==> src/rtl/fifo_drain_ctrl_pkg.sv <==
// fifo_pkg: shared widths and drain FSM state type for SYN_FIFO-side blocks
package fifo_pkg;
  localparam int FIFO_WIDTH = 128;
  localparam int LEN_W = 16;
  typedef enum logic [1:0] {IDLE, DRAIN, FLUSH, DONE} drain_state_t;
endpackage

==> src/rtl/fifo_drain_skid.sv <==
// fifo_drain_skid: 2-entry valid/ready skid buffer, head entry drives the output
module fifo_drain_skid
  import fifo_pkg::*;
#(
  parameter int WIDTH = FIFO_WIDTH
) (
  input  logic             clk,
  input  logic             rst,
  input  logic             push,
  input  logic [WIDTH-1:0] push_data,
  input  logic             pop,
  output logic [WIDTH-1:0] head_data,
  output logic [1:0]       cnt
);
  logic [WIDTH-1:0] tail_data;
  // shift the tail forward on pop and write a pushed word into the first free slot
  always_ff @(posedge clk)
    if (!rst) begin
      cnt       <= 2'd0;
      head_data <= '0;
      tail_data <= '0;
    end else begin
      if (pop) head_data <= (cnt == 2'd2) ? tail_data : push_data;
      else if (push && cnt == 2'd0) head_data <= push_data;
      if (push && (pop ? cnt == 2'd2 : cnt == 2'd1)) tail_data <= push_data;
      cnt <= cnt + 2'(push) - 2'(pop);
    end
endmodule

==> src/rtl/fifo_drain_ctrl.sv <==
// fifo_drain_ctrl: drains burst_len words from a 1-cycle-latency FIFO onto a valid/ready stream
module fifo_drain_ctrl
  import fifo_pkg::*;
#(
  parameter int WIDTH  = FIFO_WIDTH,
  parameter int LEN_W  = fifo_pkg::LEN_W,
  parameter int SKID_D = 2
) (
  input  logic             clk,
  input  logic             rst,
  input  logic             start,
  input  logic [LEN_W-1:0] burst_len,
  input  logic             abort,
  input  logic             fifo_empty,
  output logic             fifo_rd_en,
  input  logic [WIDTH-1:0] fifo_rd_data,
  output logic             m_valid,
  input  logic             m_ready,
  output logic [WIDTH-1:0] m_data,
  output logic             busy,
  output logic             done,
  output logic             aborted,
  output logic [LEN_W-1:0] words_out
);
  drain_state_t     state;
  logic [LEN_W-1:0] len_q;
  logic [LEN_W-1:0] issued;
  logic             inflight;
  logic [1:0]       buf_cnt;
  logic             pop;
  logic [2:0]       occ;
  assign pop = m_valid & m_ready;
  // occupancy after this cycle's pop; also the buffer count on the next cycle
  assign occ = {1'b0, buf_cnt} + {2'b0, inflight} - {2'b0, pop};
  assign fifo_rd_en = rst & (state == DRAIN) & !abort & !fifo_empty & (issued != len_q) & (occ < 3'(SKID_D));
  fifo_drain_skid #(.WIDTH(WIDTH)) u_skid (
    .clk       (clk),
    .rst       (rst),
    .push      (inflight),
    .push_data (fifo_rd_data),
    .pop       (pop),
    .head_data (m_data),
    .cnt       (buf_cnt)
  );
  // burst FSM, read-latency tracking, counters and registered status outputs
  always_ff @(posedge clk)
    if (!rst) begin
      state     <= IDLE;
      len_q     <= '0;
      issued    <= '0;
      inflight  <= 1'b0;
      words_out <= '0;
      m_valid   <= 1'b0;
      busy      <= 1'b0;
      done      <= 1'b0;
      aborted   <= 1'b0;
    end else begin
      inflight  <= fifo_rd_en;
      m_valid   <= occ != 3'd0;
      issued    <= issued + LEN_W'(fifo_rd_en);
      words_out <= words_out + LEN_W'(pop);
      done      <= 1'b0;
      case (state)
        IDLE: if (start) begin
          len_q     <= burst_len;
          issued    <= '0;
          words_out <= '0;
          aborted   <= 1'b0;
          state     <= (burst_len == '0) ? DONE : DRAIN;
          busy      <= burst_len != '0;
          done      <= burst_len == '0;
        end
        DRAIN: if (abort || issued == len_q) begin
          state   <= FLUSH;
          aborted <= issued != len_q;
        end
        FLUSH: if (!inflight && buf_cnt == 2'd0) begin
          state <= DONE;
          busy  <= 1'b0;
          done  <= 1'b1;
        end
        default: state <= IDLE;
      endcase
    end
endmodule

==> config.mk <==
export PLATFORM = sky130hd
export DESIGN_NAME = fifo_drain_ctrl
export DESIGN_NICKNAME = d
export VERILOG_FILES = /design/src/rtl/fifo_drain_ctrl_pkg.sv /design/src/rtl/fifo_drain_skid.sv /design/src/rtl/fifo_drain_ctrl.sv
export SDC_FILE = /design/constraint.sdc
export NUM_CORES = 1
export LEC_CHECK = 0
export ABC_AREA = 1
export CAP_MARGIN = 20
export CORE_ASPECT_RATIO = 1.5
export CORE_MARGIN = 8
export CORE_UTILIZATION = 54
export CTS_BUF_LIST = sky130_fd_sc_hd__clkbuf_16
export DETAILED_ROUTE_END_ITERATION = 12
export PLACE_DENSITY = 0.86
export SLEW_MARGIN = 30
export SYNTH_ARGS = -nofsm -noshare
export SYNTH_HDL_FRONTEND = slang
export SYNTH_SLANG_ARGS = --single-unit
==> constraint.sdc <==
create_clock -name clk -period 5.9 [get_ports clk]
set_clock_uncertainty 0.05 [all_clocks]
set_input_delay 0.59 -clock clk [delete_from_list [all_inputs] [get_ports clk]]
set_output_delay 0.59 -clock clk [all_outputs]
set_load 0.02 [all_outputs]
==> results_dict.tcl <==
set metrics [dict create \
    antenna_left 0 \
    min_period_ns 3.79 \
    rsz0062_at_grt "no" \
    drc 0 \
    cts.sinks 313 \
    grt_util_all_layers 0.235 \
    drtIter0Drc 884 \
    vias 11800 \
    cts_resized 0 \
    nets 2024 \
    mostFrequentLayoutCells "313 x dfxtp_1, 297 x clkdlybuf4s50_1, 275 x o21ai_0, 267 x a21oi_1, 197 x nand2_1" \
    die_h_microns 203 \
    slew_violations 0 \
    critPathRequiredTime_ns 5.26 \
    drive_above_1_share 0.0339 \
    yosysSeqAreaShare 0.499 \
    place_congestion 0.858 \
    setup_viol 0 \
    crit_fanout 3 \
    cp-start-kind "input port" \
    synth_cell_types 28 \
    grt_pass1_vias 11500 \
    cts_hold_buf 0 \
    core_area_sq_um 22900 \
    fin_crit_sh 0.642 \
    final_core_util 0.719 \
    avgViaCountPerCell 5.44 \
    critical_path.endpoint_type "primary output" \
    nFillCells 1738 \
    tightest_slew_ns 0.932 \
    clk_pin_slew_worst_paths_ns 0.06 \
    p_leak_nw 7.03 \
    clock-root-buffer "clkbuf_16" \
    wl_per_cell_microns 16.1 \
    status "complete, no violations" \
    fmax_mhz 264 \
    power.density_nw_per_um2 372 \
    avgSynthCellArea_sq_um 7.63 \
    peakVddDrop_v 0.000248 \
    hold_viol 0 \
    portBuffers 298 \
    max-clock-path-buffers 3 \
    grt_pass1_wl_mm 56.1 \
    ios 299 \
    relSlewSlack 0.378 \
    min_path_type "register to register" \
    hpwl_mm 23.3 \
    die_x_microns 140 \
    syn_to_final_growth_pct 31.2 \
    final_common_cell "dfxtp_1" \
    tns_ns 0 \
    ys_warn_count 0 \
    crit_arrival_ns 3.15 \
    routed_wl_mm 34.8 \
    path_class "input port to primary output" \
    cts_inserted_buffers 29 \
    synth_seq_cells 313 \
    cap_violations 0 \
    cts_tree "yes" \
    post_cts_buffers 0 \
    die-area_sq_um 28500 \
    mappedNetlistArea_sq_um 12500 \
    antenna_found_initial 1 \
    insertion_delay_ns 0.53 \
    synth_nets 1804 \
    start_util 0.548 \
    netlist_instances 1644 \
    rows 68 \
    grt_max_degree 150 \
    dr.pass1.iters 5 \
    grt_overflow_total 0 \
    h-tree-depth 1 \
]
==> Yosys cell counts <==
master,number,area (sq um)
nor3_4,1,16.3
nand4_1,4,25.0
mux2i_1,28,280
nor2_1,119,447
inv_2,3,11.3
nor3_1,6,30.0
o31ai_2,1,12.5
ha_1,9,113
o21a_1,1,7.51
buf_2,48,240
dfxtp_1,313,6270
nor4_2,1,12.5
o21bai_1,2,15.0
o21ai_0,275,1380
nor4_1,2,12.5
inv_1,159,597
a21oi_1,267,1340
clkbuf_1,67,251
nand3_1,14,70.1
nand2_1,199,747
xnor2_1,2,17.5
xor2_1,3,26.3
buf_1,1,3.75
fa_1,1,20.0
nor3_2,2,20.0
buf_4,1,7.51
nand3_2,2,20.0
o21ai_1,113,566
==> where the power goes <==
part           switching [mW]  total, mW  leakage (nW)  internal [mW]
clock network           0.793       1.86         0.484           1.07
logic                   0.992       1.71          4.00          0.715
registers               0.153       2.55          2.55           2.40
total                    1.94       6.11          7.03           4.18
==> per-layer routing <==
metal  GRT usage  wire length, microns  part of all wire
met5           0                     0                 0
met4      0.0959                  1250             0.036
met3      0.0682                  2870             0.082
met2       0.412                 17000              0.49
met1       0.261                 13600              0.39
==> through the flow <==
step	power, mW	instance area [sq um]	worst slack, ns	std cells	hold slack [ns]
global placement	4.24	15500	1.67	2112	0.404
floorplan	3.52	12500	2.33	1644	0.394
detailed placement	4.29	15500	1.80	2112	0.416
global route	6.42	16500	1.89	2167	0.447
finish	6.11	16500	2.11	2167	0.424
CTS	6.15	16400	2.09	2165	0.428
==> critical path: stages <==
cell,delay [ns]
clkdlybuf4s50_1,0.40
nand2_1,0.15
inv_2,0.09
nand2_1,0.11
nand2_1,0.07
ha_1,0.19
fa_1,0.37
xnor2_1,0.13
nor2_1,0.13
nand2_1,0.11
nor2_1,0.15
clkdlybuf4s50_1,0.66
==> state kept, by name (all words and copies together), names as in the netlist, 2 cells and up <==
name              cells
issued               16
len_q                16
state                 2
u_skid.cnt            2
u_skid.head_data    128
u_skid.tail_data    128
words_out            16
==> worst paths after layout <==
| check | startpoint | endpoint | slack [ns] | cells after the start |
|---|---|---|---|---|
| worst max register to register | m_valid | issued[12] | 2.45 | 19 |
| worst max-delay path | m_ready | fifo_rd_en | 2.11 | 12 |
| worst min-delay path | aborted | aborted | 0.42 | 2 |
| worst min register to register | aborted | aborted | 0.42 | 2 |
==> final cells by class <==
cell class              count  area (sq um)  area share
diodes                      1          2.50    0.000152
clock buffers              29           726      0.0441
clock inverters            24           213      0.0129
inverters                 162           616      0.0374
multi-input cells        1052          5190       0.315
flip-flops and latches    313          6270       0.381
well taps                 280           350      0.0213
repair buffers            306          3090       0.188
==> kinds of logic (layout without fill, tap and decap cells) <==
logic type               Yosys count  after routing  synth area share
AND/OR/NAND/NOR                  350            350             0.112
XOR/XNOR                           5              5           0.00349
buffers and inverters            279            521            0.0886
multiplexers                      28             28            0.0223
adder cells (fa/ha/maj)           10             10            0.0106
other                              0              1                 0
flip-flops                       313            313             0.499
AO/OA/AOI/OAI                    659            659             0.264
(Power assumes the default switching activity.)
